File: src/rtl/calc_pkg.sv
// Shared opcode encodings and controller state enum for iter_calculator.
package calc_pkg;

  typedef enum logic [1:0] {
    OP_SQUARE = 2'd0,
    OP_CUBE   = 2'd1,
    OP_FACT   = 2'd2,
    OP_RSVD   = 2'd3
  } op_t;

  typedef enum logic [1:0] {
    ST_IDLE = 2'd0,
    ST_CALC = 2'd1,
    ST_DONE = 2'd2
  } state_t;

endpackage

File: src/rtl/sat_mul.sv
// Combinational OW x W unsigned multiplier that saturates to all-ones when the
// full-width product does not fit in OW bits.
module sat_mul #(
  parameter int W  = 4,
  parameter int OW = 16
) (
  input  logic [OW-1:0] a,
  input  logic [W-1:0]  b,
  output logic [OW-1:0] y,
  output logic          ovf
);

  logic [OW+W-1:0] prod;

  // Full-width product, then clamp on any bit above OW.
  always_comb begin
    prod = {{W{1'b0}}, a} * {{OW{1'b0}}, b};
    ovf  = |prod[OW+W-1:OW];
    y    = ovf ? {OW{1'b1}} : prod[OW-1:0];
  end

endmodule

File: src/rtl/iter_calculator.sv
// Iterative square / cube / factorial unit with a saturating accumulator and a
// valid/ready handshake on both sides.
//
//   state   | meaning
//   --------+-----------------------------------------------------------
//   IDLE    | in_ready high, waiting for a request
//   CALC    | one acc*operand step per cycle, iteration counter counts down
//   DONE    | result held on out/ovf/err until out_ready
module iter_calculator
  import calc_pkg::*;
#(
  parameter int W  = 4,
  parameter int OW = 16
) (
  input  logic          clk,
  input  logic          rst,
  input  logic          in_valid,
  output logic          in_ready,
  input  logic [W-1:0]  in,
  input  logic [1:0]    opcode,
  output logic          out_valid,
  input  logic          out_ready,
  output logic [OW-1:0] out,
  output logic          ovf,
  output logic          err
);

  state_t        state;
  state_t        state_nxt;

  logic [OW-1:0] acc;
  logic [W-1:0]  oper;
  logic [W-1:0]  iter_cnt;
  logic          is_fact;
  logic          ovf_q;
  logic          err_q;

  logic          accept;
  logic [OW-1:0] load_acc;
  logic [W-1:0]  load_oper;
  logic [W-1:0]  load_iter;
  logic          load_err;

  logic [OW-1:0] mul_y;
  logic          mul_ovf;

  assign in_ready = (state == ST_IDLE);
  assign accept   = in_valid & in_ready;

  sat_mul #(.W(W), .OW(OW)) u_sat_mul (
    .a   (acc),
    .b   (oper),
    .y   (mul_y),
    .ovf (mul_ovf)
  );

  // Decode the request into initial accumulator, operand and iteration count.
  always_comb begin
    load_acc  = '0;
    load_oper = in;
    load_iter = '0;
    load_err  = 1'b0;
    case (op_t'(opcode))
      OP_SQUARE: begin
        load_acc  = {{(OW-W){1'b0}}, in};
        load_iter = W'(1);
      end
      OP_CUBE: begin
        load_acc  = {{(OW-W){1'b0}}, in};
        load_iter = W'(2);
      end
      OP_FACT: begin
        load_acc  = OW'(1);
        load_oper = W'(2);
        load_iter = (in > W'(1)) ? (in - W'(1)) : '0;
      end
      default: begin
        load_err = 1'b1;
      end
    endcase
  end

  // State register.
  always_ff @(posedge clk or posedge rst) begin
    if (rst) state <= ST_IDLE;
    else     state <= state_nxt;
  end

  // Next-state logic; the iteration counter terminal count ends CALC.
  always_comb begin
    state_nxt = state;
    case (state)
      ST_IDLE: if (accept) state_nxt = (load_iter != '0) ? ST_CALC : ST_DONE;
      ST_CALC: if (iter_cnt == W'(1)) state_nxt = ST_DONE;
      ST_DONE: if (out_ready) state_nxt = ST_IDLE;
      default: state_nxt = ST_IDLE;
    endcase
  end

  // Datapath: load on accept, multiply-step in CALC, clear after handoff.
  always_ff @(posedge clk or posedge rst) begin
    if (rst) begin
      acc      <= '0;
      oper     <= '0;
      iter_cnt <= '0;
      is_fact  <= 1'b0;
      ovf_q    <= 1'b0;
      err_q    <= 1'b0;
    end else begin
      case (state)
        ST_IDLE: begin
          if (accept) begin
            acc      <= load_acc;
            oper     <= load_oper;
            iter_cnt <= load_iter;
            is_fact  <= (op_t'(opcode) == OP_FACT);
            ovf_q    <= 1'b0;
            err_q    <= load_err;
          end
        end
        ST_CALC: begin
          // Once saturated the accumulator stays pinned for the whole operation.
          acc      <= ovf_q ? {OW{1'b1}} : mul_y;
          ovf_q    <= ovf_q | mul_ovf;
          iter_cnt <= iter_cnt - W'(1);
          if (is_fact) oper <= oper + W'(1);
        end
        ST_DONE: begin
          if (out_ready) begin
            acc      <= '0;
            oper     <= '0;
            iter_cnt <= '0;
            is_fact  <= 1'b0;
            ovf_q    <= 1'b0;
            err_q    <= 1'b0;
          end
        end
        default: ;
      endcase
    end
  end

  // Result outputs read zero unless a result is being presented.
  always_comb begin
    out_valid = (state == ST_DONE);
    out       = out_valid ? acc : '0;
    ovf       = out_valid & ovf_q;
    err       = out_valid & err_q;
  end

endmodule

File: config.mk
export PLATFORM = sky130hd
export DESIGN_NAME = iter_calculator
export DESIGN_NICKNAME = d
export VERILOG_FILES = /design/src/rtl/calc_pkg.sv /design/src/rtl/sat_mul.sv /design/src/rtl/iter_calculator.sv
export SDC_FILE = /design/constraint.sdc
export NUM_CORES = 1
export LEC_CHECK = 0
export BUFFER_PORTS_ARGS = -buffer_cell sky130_fd_sc_hd__buf_2
export CORE_ASPECT_RATIO = 1.5
export CORE_MARGIN = 4
export CORE_UTILIZATION = 40
export DETAILED_ROUTE_END_ITERATION = 6
export GPL_ROUTABILITY_DRIVEN = 0
export PLACE_DENSITY_LB_ADDON = 0.15
export SETUP_SLACK_MARGIN = 0.15
export SLEW_MARGIN = 25
export SYNTH_ARGS = -nofsm -noshare
export SYNTH_HDL_FRONTEND = slang
export SYNTH_SLANG_ARGS = --single-unit
File: constraint.sdc
create_clock -name clk -period 4.1 [get_ports clk]
set_input_delay 0.82 -clock clk [delete_from_list [all_inputs] [get_ports clk]]
set_output_delay 0.82 -clock clk [all_outputs]
set_load 0.01 [all_outputs]
### After elaboration in Yosys (flattened, before gate mapping)

Cells that the tools add are included.

| storage, ports and cells | value |
|---|---|
| flip-flop bits (word level) | 29 |
| bits of input ports | 10 |
| output and inout port bits | 20 |

| operators by class | value |
|---|---|
| add/sub/neg operators | 3 |
| $mul | 1 |
| $lt $le $gt $ge | 1 |
| equal/unequal tests | 9 |
| multiplexer cells | 29 |
| bitwise operators | 4 |
| reduce and logical (&&, ||, !) cells | 12 |

Operators with widths:

| kind | number |
|---|---|
| 16-bit 2-to-1 mux | 5 |
| 16-bit case mux with 3 select lines | 1 |
| 4-bit case mux with 3 select lines | 3 |
| 4-bit 2-to-1 mux | 6 |
| 16-bit by 4-bit multiplier with 20-bit output | 1 |
| 3-bit AND reduction | 3 |
| 2-bit 2-to-1 mux | 4 |
| 4-bit case mux with 2 select lines | 1 |
| 4-bit by 1-bit subtractor with 4-bit output, second input constant | 2 |
| 2-bit case mux with 3 select lines | 1 |
| 1-bit 2-to-1 mux | 5 |
| 4-bit by 1-bit adder with 4-bit output, second input constant | 1 |
| 2-bit by 1-bit equality test with 1-bit output, second input constant | 2 |
| 2-bit equality test, second input constant | 2 |
| 4-bit by 1-bit equality test with 1-bit output, second input constant | 1 |
| 4-bit by 1-bit greater-than comparator with 1-bit output, second input constant | 1 |
| 2-bit zero test | 2 |
| 2-bit by 1-bit inequality test with 1-bit output, second input constant | 2 |
| 2-bit inequality test, second input constant | 2 |
| 1-bit case mux with 2 select lines | 2 |
| 4-bit AND reduction | 1 |
| 4-bit nonzero test | 1 |
| 4-bit OR reduction | 1 |
| 1-bit AND | 3 |
| other kinds (6) | 6 |

### Depth between registers and ports, before layout

Gate-level depths: netlist of run 1.

| logic depth | value |
|---|---|
| depth in word-level cells | 7 |
| depth in mapped cells | 16 |
| mapped depth without buffers | 13 |

### Hierarchy

Synthesis of run 1 repeated with hierarchy kept, for this count alone.

| unflattened totals | value |
|---|---|
| cell total of the unflattened synthesis | 487 |
| area, all modules | 3900.0 um^2 |

Modules (own cells, without submodules):

| module | instances | cells each | area an instance (um^2) | sequential area each (um^2) |
|---|---|---|---|---|
| sat_mul | 1 | 274 | 2100.8 | 0.0 |
| iter_calculator | 1 | 213 | 1799.2 | 725.7 |

### Worst setup path before layout of run 1

OpenSTA, ideal clock, no wires.

| timing | value |
|---|---|
| path kind | register to register |
| from | register oper[3] |
| to | register acc[14] |
| arrival time | 3.865 ns |
| data required time | 3.970 ns |
| slack | 0.105 ns |
| cell stages (with the launch flop) | 15 |
| path buffers | 2 |
| path through | dfrtp_1 > clkbuf_1 > nand2_1 > fa_1 > fa_1 > inv_1 > fa_1 > a21o_1 > a221o_1 > a221oi_2 > xor2_1 > nand4b_2 > nor3_2 > buf_6 > a31oi_2 |

| between the ends | value |
|---|---|
| cells in the longest elaborated chain, start to end | 5 |

Ends and longest elaborated chain:

| item | line | text |
|---|---|---|
| from (decl) | iter_calculator.sv:32 | `logic [W-1:0] oper;` |
| from (signal assigned) | iter_calculator.sv:114 | `oper <= load_oper;` |
| from (signal assigned) | iter_calculator.sv:126 | `if (is_fact) oper <= oper + W'(1);` |
| 16-bit by 4-bit multiplier with 20-bit output * | sat_mul.sv:17 | `prod = {{W{1'b0}}, a} * {{OW{1'b0}}, b};` |
| 4-bit OR reduction | sat_mul.sv:18 | `ovf = \|prod[OW+W-1:OW];` |
| 16-bit 2-to-1 mux * | sat_mul.sv:19 | `y = ovf ? {OW{1'b1}} : prod[OW-1:0];` |
| 16-bit 2-to-1 mux * | iter_calculator.sv:123 | `acc <= ovf_q ? {OW{1'b1}} : mul_y;` |
| 16-bit case mux with 3 select lines * | iter_calculator.sv:110 | `case (state)` |
| to (signal assigned) | iter_calculator.sv:113 | `acc <= load_acc;` |
| to (signal assigned) | iter_calculator.sv:123 |  |
| to (decl) | iter_calculator.sv:31 | `logic [OW-1:0] acc;` |

Every way passes the cells marked *; elsewhere a longest branch is shown, timed or not.
A chain may end at the register's enable or synchronous reset.

### Final worst setup path of run 1

| timing | value |
|---|---|
| from | register oper[2] |
| to | register acc[11] |

The elaborated chain is that of the path after synthesis.

==> flow_summary_export.csv, run 1 <==
group,metric,value,unit
floorplanning,die_h,129,µm
global_route,gr-total-overflow,0,
detailed_routing,wl_per_cell,17.9,µm
sta,slew_violations,0,
sta,worst_slack,91.1,ps
layout,multi_input_area,3210,µm²
sta,fin_tns_setup,0,ps
power_and_ir_drop,p_leak,2.42,nW
detailed_routing,num_vias,3597,
logic_synthesis,ys_warn_count,0,
sta,clock_skew,2.95,ps
power_and_ir_drop,vdd_drop_max,0.522,mV
setup_path,cp-end-kind,"flop",
sta,period_share,0.978,
power_and_ir_drop,p_sw_frac,0.461,
sta,worst_pin_slew,699,ps
layout,ff_latch_area,732,µm²
logic_synthesis,seq_area_frac_synth,0.186,
global_route,grt_pass1_wl,18.4,mm
logic_synthesis,synth_fp_nets,541,
sta,slew-limit-headroom,0.534,
layout,drive_gt1_frac,0.314,
logic_synthesis,syn_inst,470,
layout,nets,605,
logic_synthesis,synth.area.mux_share,0.00547,
layout,final_area,5050,µm²
floorplanning,row_count,43,
status,status,"complete, no violations",
detailed_routing,drtIter0Drc,166,
power_and_ir_drop,power_frac_seq,0.207,
logic_synthesis,ys_types,63,
layout,final_common_cell,"and2_1",
place,postPlaceCellArea,4420,µm²
detailed_routing,drt_pass1_iterations,4,
setup_path,arrival,4150,ps
clock_tree,cts.clk_slew.worst_paths,50,ps
layout,stdcell_count,647,
logic_synthesis,synth_ff_type,"dfrtp_1",
floorplanning,die_x,88.5,µm
sta,holdWs,508,ps
global_route,grt_max_degree,22,
floorplanning,dieArea,11400,µm²
logic_synthesis,synthAdderAreaFrac,0.250,
layout,antennaDiodeCount,0,
detailed_routing,drc_errors,0,
global_route,track_usage,0.210,
detailed_routing,finalWirelength,11.6,mm
layout,area_growth,29.8,%
global_route,grt_pass1_vias,3720,
power_and_ir_drop,p_comb_frac,0.642,
power_and_ir_drop,power.density,505,nW/µm²
logic_synthesis,syn_avg_cell_area,8.28,µm²
setup_path,cp_max_fo,11,
place,post-place-ws,-89.4,ps
clock_tree,h-tree-depth,2,
logic_synthesis,synthArstFlopShare,1.00,
floorplanning,start_util,0.416,
setup_path,cp-start-kind,"flop",
clock_tree,cts_tree,"yes",
clock_tree,cts_sinks,29,
setup_path,critical_path_class,"reg2reg",
min_path,hold_path_class,"reg2reg",
logic_synthesis,ys_seq_elements,29,
logic_synthesis,yosys.area_share.xor_xnor,0.0315,
clock_tree,numCtsBuffers,5,
sta,max_freq,249,MHz
power_and_ir_drop,intPower,1.38,mW
clock_tree,hold_buffers,0,
logic_synthesis,synth_area,3890,µm²
logic_synthesis,synth-edff-count,0,
setup_path,crit_required,4240,ps
power_and_ir_drop,p_clk_frac,0.151,
global_route,antenna_found_initial,0,
sta,period_needed,4010,ps
floorplanning,core-area,9360,µm²
flow_run,max-cap-violations,0,
clock_tree,cts_root_buffer,"clkbuf_16",
logic_synthesis,yosys.area_share.simple,0.241,
sta,setup_violations,0,
logic_synthesis,synth_top_family_by_area,"adder cells",
layout,final_cell_mix,"and2_1, inv_1, buf_4",
layout,fill_cells,869,
sta,rsz0062_at_grt,"yes",
sta,hold_viol_final,0,
detailed_routing,viasPerCell,5.56,
place,portBuffers,29,
place,dp_hpwl,8.83,mm
power_and_ir_drop,net-switching-power,1.18,mW
logic_synthesis,synth-compound-area-share,0.202,
detailed_routing,postRouteAntennaNets,0,
clock_tree,clk_latency,270,ps
floorplanning,pin_count,30,
clock_tree,ctsLongestPathBuffers,2,
place,dp.cells,631,
## cells in the mapped netlist (2+ instances only)
cell type / number / area share
o21a_1: 2 / 0.0039
a31oi_1: 4 / 0.0064
nor4_1: 6 / 0.0096
ha_1: 33 / 0.11
o21ai_0: 24 / 0.031
clkbuf_1: 13 / 0.013
xnor2_1: 8 / 0.018
o2111ai_1: 2 / 0.0045
or2_2: 3 / 0.0048
inv_1: 57 / 0.055
o41ai_1: 3 / 0.0068
o22ai_1: 3 / 0.0048
fa_1: 28 / 0.14
nand2_1: 42 / 0.041
nand2b_1: 4 / 0.0064
nor2b_1: 2 / 0.0032
o31ai_1: 2 / 0.0039
nor2_1: 17 / 0.016
nor3b_1: 3 / 0.0058
o21ai_1: 7 / 0.0090
a21o_1: 4 / 0.0077
a21oi_1: 31 / 0.040
a31oi_2: 3 / 0.0096
dfrtp_1: 29 / 0.19
a22o_1: 2 / 0.0045
a211oi_1: 4 / 0.0077
and2_1: 67 / 0.11
a21o_2: 5 / 0.011
a22oi_1: 5 / 0.0096
nor3_1: 9 / 0.012
xor2_1: 6 / 0.014
o21ai_2: 2 / 0.0045
and3_1: 3 / 0.0048
a221oi_1: 2 / 0.0045
nand3_1: 5 / 0.0064
buf_6: 3 / 0.0087
## critical path, cell delays in order (launching register included)
cell	delay, ps
dfrtp_2	470
buf_12	170
and2_4	130
fa_1	490
inv_2	40
fa_1	520
inv_2	50
ha_4	210
and3_4	180
a221o_1	370
a221oi_2	250
xor2_1	270
nand4b_4	160
buf_12	170
nor3_4	140
buf_12	170
o21ai_0	90
## per-layer routing
layer	vias up	wire length [µm]	global-route usage
met1	1788	4400	0.237
met4	0	267	0.0810
met3	19	360	0.0192
met2	73	6540	0.395
li1	1717	-	-
met5	-	0	0
## power by group through the flow
| stage | sequential (mW) | combinational [mW] | clock, mW |
|---|---|---|---|
| global route | 0.545 | 1.80 | 0.407 |
| CTS | 0.522 | 1.58 | 0.392 |
| global placement | 0.521 | 1.41 | 0 |
| detailed placement | 0.524 | 1.43 | 0 |
| finish | 0.528 | 1.64 | 0.385 |
| floorplan | 0.458 | 0.955 | 0 |
## timing repair
| item | in CTS | in global routing |
|---|---|---|
| pin swaps | 12 | 21 |
| resized for setup | 44 | 32 |
| setup buffers | 4 | 3 |
| gates cloned | 1 | 0 |
| setup endpoints to repair | 17 | 17 |
| hold endpoints to repair | 0 | 0 |
## stage by stage
step | util | power (mW)
after floorplan | - | 1.41
after global placement | 0.472 | 1.93
after detailed placement | 0.472 | 1.95
after CTS | 0.522 | 2.50
after global routing | 0.539 | 2.76
final | 0.539 | 2.55
## cell families after synthesis
| logic type | after synthesis |
|---|---|
| AND/OR/NAND/NOR | 171 |
| AO/OA/AOI/OAI | 116 |
| buffers and inverters | 77 |
| adder cells (fa/ha/maj) | 61 |
| flip-flops | 29 |
| XOR/XNOR | 14 |
| multiplexers | 2 |
## worst paths after layout
check	start	to	slack [ps]	depth (start not counted)
max	oper[2]	acc[11]	90	16
min	is_fact	is_fact	510	1
max reg2reg	oper[2]	acc[11]	90	16
min reg2reg	is_fact	is_fact	510	1
max in group asynchronous	rst	acc[0]	2780	3
min in group asynchronous	rst	state[1]	650	2
## flip-flops by register name, summed over array words and instances (netlist names)
| register | flops |
|---|---|
| ovf_q | 1 |
| oper | 4 |
| iter_cnt | 4 |
| err_q | 1 |
| acc | 16 |
| state | 2 |
| is_fact | 1 |
## layout make-up
cell class,count,area share
clock buffers,7,0.0302
clock inverters,1,0.000991
flip-flops and latches,29,0.145
multi-input cells,364,0.637
well taps,112,0.0278
repair buffers,77,0.117
inverters,57,0.0424
No activity file was read; power rests on OpenSTA's default activity.
==> run 2: changes to the inputs <==
--- a/config.mk
+++ b/config.mk
@@ -11,9 +11,11 @@
 export CORE_UTILIZATION = 40
 export DETAILED_ROUTE_END_ITERATION = 6
 export GPL_ROUTABILITY_DRIVEN = 0
+export GPL_TIMING_DRIVEN = 0
 export PLACE_DENSITY_LB_ADDON = 0.15
 export SETUP_SLACK_MARGIN = 0.15
 export SLEW_MARGIN = 25
 export SYNTH_ARGS = -nofsm -noshare
 export SYNTH_HDL_FRONTEND = slang
+export SYNTH_HIERARCHICAL = 1
 export SYNTH_SLANG_ARGS = --single-unit
==> flow_summary_export.csv, run 2 <==
group,metric,value,unit
logic_synthesis,synth_top_area_share,0.186,
logic_synthesis,synth.most_common_cell,"and2_1",
clock_tree,clk_latency,280,ps
floorplanning,die_x,88.6,µm
global_route,gr-total-overflow,0,
clock_tree,ctsLongestPathBuffers,2,
floorplanning,pin_count,30,
layout,area_growth,31.0,%
status,status,"complete, but fails checks",
setup_path,worst_r2r_endpoint,"acc[3]",
detailed_routing,drc_errors,0,
global_route,grt_max_degree,30,
logic_synthesis,ys_seq_elements,29,
setup_path,cp_max_fo,5,
detailed_routing,drtIter0Drc,149,
sta,clock_skew,6.50,ps
sta,slew_violations,0,
logic_synthesis,syn_avg_cell_area,8.01,µm²
global_route,grt_pass1_wl,19.3,mm
logic_synthesis,synth_fp_nets,558,
floorplanning,die_h,129,µm
sta,period_share,1.04,
floorplanning,row_count,43,
power_and_ir_drop,total_power,2.34,mW
setup_path,cp-end-kind,"flop",
setup_path,r2r-start,"oper[3]",
floorplanning,dieArea,11400,µm²
clock_tree,cts_tree,"yes",
logic_synthesis,synth_area,3900,µm²
sta,max_freq,233,MHz
sta,rsz0062_at_grt,"yes",
logic_synthesis,syn_inst,487,
sta,slew-limit-headroom,0.547,
layout,regMostFlops,"acc",
clock_tree,cts_sinks,29,
layout,final_cell_mix,"and2_1, inv_1, nand2_1",
global_route,antenna_found_initial,0,
power_and_ir_drop,power.density,458,nW/µm²
setup_path,reg2reg_slack,-180,ps
place,dp.cells,626,
setup_path,crit_path_start,"oper[3]",
detailed_routing,viasPerCell,5.49,
logic_synthesis,synth_area_leader_cell,"dfrtp_1",
clock_tree,h-tree-depth,2,
sta,period_needed,4280,ps
logic_synthesis,synth-edff-count,0,
clock_tree,cts.clk_slew.worst_paths,50,ps
min_path,min_from,"iter_cnt[1]",
clock_tree,cts_root_buffer,"clkbuf_16",
setup_path,cp-start-kind,"flop",
detailed_routing,num_vias,3686,
detailed_routing,wl_per_cell,17.7,µm
detailed_routing,postRouteAntennaNets,0,
setup_path,arrival,4410,ps
layout,final_area,5110,µm²
floorplanning,core-area,9360,µm²
setup_path,crit_required,4230,ps
layout,stdcell_count,671,
sta,setup_violations,14,
clock_tree,hold_buffers,0,
logic_synthesis,seq_area_frac_synth,0.186,
global_route,track_usage,0.219,
floorplanning,start_util,0.417,
setup_path,critical_path_class,"reg2reg",
logic_synthesis,synth.area.top_cells,"dfrtp_1, fa_1, and2_1",
logic_synthesis,synthTopCellsByCount,"and2_1, inv_1, nand2_1, o21ai_0, ha_1",
global_route,grt_pass1_vias,3865,
place,postPlaceCellArea,4230,µm²
layout,antennaDiodeCount,0,
min_path,hold_end,"iter_cnt[1]",
sta,worst_pin_slew,679,ps
layout,drive_gt1_frac,0.250,
logic_synthesis,ys_warn_count,6,
power_and_ir_drop,vdd_drop_max,0.474,mV
detailed_routing,finalWirelength,11.9,mm
clock_tree,numCtsBuffers,5,
power_and_ir_drop,p_leak,2.41,nW
min_path,hold_path_class,"reg2reg",
layout,nets,629,
logic_synthesis,synth_ff_type,"dfrtp_1",
flow_run,max-cap-violations,0,
sta,worst_slack,-183,ps
logic_synthesis,synthArstFlopShare,1.00,
logic_synthesis,ys_types,59,
place,dp_hpwl,8.62,mm
sta,hold_viol_final,0,
layout,largest_reg_flops,16,
place,post-place-ws,-633,ps
setup_path,reg2reg_depth,17,
detailed_routing,drt_pass1_iterations,4,
status,violations,"negative setup slack",
min_path,min_path_cells,2,
layout,reg_top3,"acc (16), iter_cnt (4), oper (4)",
layout,final_common_cell,"and2_1",
place,portBuffers,27,
## run 2: cell types whose count changed after synthesis, sizes merged, moves of 4 or more
| cell | change |
|---|---|
| a21oi | -8 |
| a22oi | -5 |
| clkbuf | +6 |
| nand2 | +10 |
| nand2b | +8 |
| nand4 | +6 |
| nor2b | +4 |
| nor3 | -5 |
| nor4 | -5 |
| o211ai | +6 |
| o21ai | +5 |
| or3 | +4 |
## run 2: layer usage
metal / GRT usage / wire length (µm) / part of all wire / vias to the layer above
met2: 0.417 / 6640 / 0.56 / 75
met5: 0 / 0 / 0 / -
met1: 0.235 / 4500 / 0.38 / 1811
met4: 0.0907 / 489 / 0.041 / 0
met3: 0.0263 / 263 / 0.022 / 33
li1: - / - / - / 1767
## run 2: where the power goes
part           switching (mW)  internal, mW  leakage, nW
Combinational           0.814         0.644         1.95
Clock                   0.127         0.256       0.0799
Sequential              0.128         0.371        0.380
## run 2: repair_timing
action                     4_1_cts  5_1_grt
pin swaps                       34       25
buffers inserted                28        6
resized for setup               57       42
gates cloned                     3        0
setup endpoints to repair       17       17
## run 2: worst max path at each step
stage | end | slack, ps | cells after the start
floorplan | acc[1] | 160 | 18
global placement | acc[3] | -600 | 15
detailed placement | acc[3] | -630 | 15
CTS | acc[3] | -160 | 17
global route | acc[3] | -250 | 18
finish | acc[3] | -180 | 17
## run 2: layout make-up
class | instances | area [µm²]
Fill cell | 889 | 4250
Multi-Input combinational cell | 378 | 3230
Sequential cell | 29 | 729
Timing Repair Buffer | 64 | 468
Inverter | 58 | 218
Buffer | 22 | 163
Clock buffer | 7 | 153
Tap cell | 112 | 140
Clock inverter | 1 | 5.00
## run 2: worst max-delay path, stage by stage, from the launching register on
cell      delay [ps]
dfrtp_2          480
buf_12           150
and2_1           150
fa_1             530
inv_1             60
fa_1             520
inv_2             50
ha_4             240
and3_1           170
a221o_1          400
a21oi_2          230
o21ai_2           90
xnor2_2          170
nand4_4          180
buf_6            180
or2_1            210
o211ai_1         190
a31oi_1          120
## run 2: cells by family (layout without fill, tap and decap cells)
group	after synthesis	count (layout)	synth area share
adder cells (fa/ha/maj)	61	61	0.250
AND/OR/NAND/NOR	194	194	0.270
AO/OA/AOI/OAI	108	108	0.179
buffers and inverters	80	152	0.0796
XOR/XNOR	14	14	0.0334
multiplexers	1	1	0.00257
flip-flops	29	29	0.186
## run 2: per-stage QoR
step	TNS [ps]	hold slack (ps)	util
final	-1230	535	0.546
after global routing	-2930	611	0.546
after CTS	-1420	544	0.522
after detailed placement	-7950	532	0.452
after global placement	-7530	521	0.452
after floorplan	0	482	-
==> run 3: changes to the inputs <==
--- a/config.mk
+++ b/config.mk
@@ -5,6 +5,7 @@
 export SDC_FILE = /design/constraint.sdc
 export NUM_CORES = 1
 export LEC_CHECK = 0
+export ABC_AREA = 1
 export BUFFER_PORTS_ARGS = -buffer_cell sky130_fd_sc_hd__buf_2
 export CORE_ASPECT_RATIO = 1.5
 export CORE_MARGIN = 4
==> flow_summary_export.csv, run 3 <==
group,metric,value,unit
status,status,"complete, no violations",
clock_tree,cts_tree,"yes",
sta,period_share,0.930,
clock_tree,ctsLongestPathBuffers,2,
setup_path,cp_max_fo,8,
floorplanning,row_count,46,
sta,setup_violations,0,
logic_synthesis,ys_types,39,
detailed_routing,postRouteAntennaNets,0,
setup_path,reg2reg_slack,290,ps
floorplanning,dieArea,12700,µm²
setup_path,arrival,3980,ps
setup_path,cp_cell_sequence,"buf_8, buf_8, nand2_1, inv_1, fa_1, inv_1, fa_1, inv_2, ha_4, nand2_1, inv_2, nand3_2, nor3_2, nand2_2, nand3_2, nand2_4, nor2_8, buf_12, nand3_1, o21ai_1, o221ai_1, nand2_1, nand2_1",
place,portBuffers,29,
power_and_ir_drop,power.density,352,nW/µm²
floorplanning,start_util,0.411,
power_and_ir_drop,total_power,1.92,mW
detailed_routing,viasPerCell,4.78,
setup_path,path_depth,23,
place,dp_hpwl,9.50,mm
detailed_routing,wl_per_cell,14.0,µm
logic_synthesis,syn_avg_cell_area,6.54,µm²
clock_tree,hold_buffers,0,
setup_path,crit_path_start,"oper[2]",
clock_tree,cts_sinks,29,
power_and_ir_drop,vdd_drop_max,0.465,mV
logic_synthesis,synthTopCellsByCount,"nand2_1, inv_1, ha_1, dfrtp_1, nand3_1",
setup_path,crit_buf_inv,7,
sta,slew_violations,0,
layout,final_cell_mix,"nand2_1, inv_1, buf_2",
logic_synthesis,ys_warn_count,6,
layout,stdcell_count,874,
setup_path,reg2reg_depth,23,
setup_path,cpPeakStageDelay,510,ps
clock_tree,clk_latency,280,ps
layout,final_common_cell,"nand2_1",
logic_synthesis,synth_top_family_by_area,"simple AND/OR/NAND/NOR gates",
place,postPlaceCellArea,4710,µm²
setup_path,critical_path_class,"reg2reg",
clock_tree,numCtsBuffers,5,
sta,hold_viol_final,0,
setup_path,r2r-start,"oper[2]",
layout,final_area,5450,µm²
flow_run,max-cap-violations,0,
layout,drive_gt1_frac,0.266,
logic_synthesis,synthArstFlopShare,1.00,
detailed_routing,drt_pass1_iterations,5,
layout,regMostFlops,"acc",
logic_synthesis,synth_ff_type,"dfrtp_1",
detailed_routing,drtIter0Drc,170,
sta,rsz0062_at_grt,"no",
setup_path,cp-start-kind,"flop",
setup_path,slowest_stage,"fa_1",
logic_synthesis,yosys.area_share.xor_xnor,0.0200,
setup_path,cp-end-kind,"flop",
logic_synthesis,synth.area.mux_share,0,
logic_synthesis,synth.area.top_cells,"nand2_1, dfrtp_1, inv_1",
global_route,grt_max_degree,30,
logic_synthesis,synth_top_area_share,0.177,
layout,antennaDiodeCount,0,
floorplanning,die_h,136,µm
setup_path,worst_path_most_repeated_cell,"nand2_1",
power_and_ir_drop,p_leak,3.34,nW
floorplanning,pin_count,30,
global_route,grt_pass1_vias,4166,
logic_synthesis,ys_seq_elements,29,
setup_path,worst_r2r_endpoint,"acc[0]",
sta,slew-limit-headroom,0.570,
place,dp.cells,843,
layout,nets,800,
logic_synthesis,syn_inst,670,
logic_synthesis,synth_fp_nets,741,
detailed_routing,finalWirelength,12.2,mm
logic_synthesis,synth-compound-area-share,0.0940,
clock_tree,cts.clk_slew.worst_paths,50,ps
logic_synthesis,synth.most_common_cell,"nand2_1",
detailed_routing,num_vias,4177,
sta,clock_skew,3.04,ps
layout,area_growth,24.4,%
global_route,track_usage,0.194,
setup_path,crit_required,4270,ps
setup_path,cp-endpoint,"acc[0]",
min_path,hold_path_class,"reg2reg",
logic_synthesis,seq_area_frac_synth,0.166,
clock_tree,cts_root_buffer,"clkbuf_16",
floorplanning,core-area,10600,µm²
logic_synthesis,synth_area,4380,µm²
sta,period_needed,3810,ps
sta,max_freq,262,MHz
logic_synthesis,synthAdderAreaFrac,0.222,
min_path,min_from,"state[0]",
layout,reg_top3,"acc (16), iter_cnt (4), oper (4)",
floorplanning,die_x,93.4,µm
layout,largest_reg_flops,16,
global_route,grt_pass1_wl,19.6,mm
global_route,antenna_found_initial,0,
clock_tree,h-tree-depth,2,
logic_synthesis,yosys.area_share.simple,0.318,
logic_synthesis,synth-edff-count,0,
setup_path,cp_top_family,"adder cells",
sta,worst_pin_slew,644,ps
global_route,gr-total-overflow,0,
detailed_routing,drc_errors,0,
logic_synthesis,synth_area_leader_cell,"nand2_1",
run 3: changes by cell type in the layout (fill, tap and decap cells not counted), moves of 12 or more:
cell and change:
nand2_1 +136, inv_2 +18, inv_1 +98, and2_1 -65, nand3_2 +12, nand3_1 +24, nand2_2 +27
run 3: tightest hold or removal path: stages (launching register included):
cell and delay, ps:
dfrtp_1 390, nand2_1 70, nand2_1 60
run 3: cell families (layout without fill, tap and decap cells):
family                     count (synthesis)  count (layout)
DFF                                       29              29
adders and majority gates                 61              61
AOI/OAI and AO/OA                         70              70
and+or+nand+nor                          307             307
xor gates and xnor gates                  10              10
buffers and inverters                    193             253
run 3: power breakdown:
part           internal, mW  total (mW)  switching (mW)
Sequential            0.361       0.434          0.0731
Clock                 0.225       0.345           0.120
Combinational         0.451        1.14           0.691
run 3: final cells by class:
cell class                 count  area (µm²)
sequential                    29         727
timing repair buffer          52         390
fill                        1076        5200
clock buffer                   8         136
inverter                     174         653
buffer                        19         208
tap                          144         180
multi-input combinational    448        3150
run 3: layer usage:
metal,up-vias,share of wire,track usage,wire (µm)
li1,2107,-,-,-
met1,1951,0.38,0.203,4640
met2,83,0.56,0.385,6810
met3,36,0.023,0.00997,276
met4,0,0.041,0.0888,503
met5,-,0,0,0
run 3: how the worst min path moves through the flow:
stage                          end  slack [ps]  cells after the start
final                     state[0]         550                      2
after detailed placement  state[0]         540                      2
after global routing         err_q         590                      2
after floorplan           state[0]         500                      2
after global placement       err_q         530                      2
after CTS                 state[0]         550                      2
run 3: per-stage QoR:
| stage | setup WS, ps | hold slack (ps) | util | TNS [ps] |
|---|---|---|---|---|
| after CTS | 166 | 550 | 0.482 | 0 |
| final | 286 | 546 | 0.512 | 0 |
| after global placement | -486 | 528 | 0.442 | -6980 |
| after floorplan | 294 | 503 | - | 0 |
| after detailed placement | -611 | 536 | 0.442 | -9240 |
| after global routing | 130 | 590 | 0.512 | 0 |
run 3: what timing repair did:
action,in CTS,in global routing
gates cloned,1,2
setup buffers,8,12
resized for setup,33,69
endpoints found under the setup margin,17,16
pin swaps,6,41
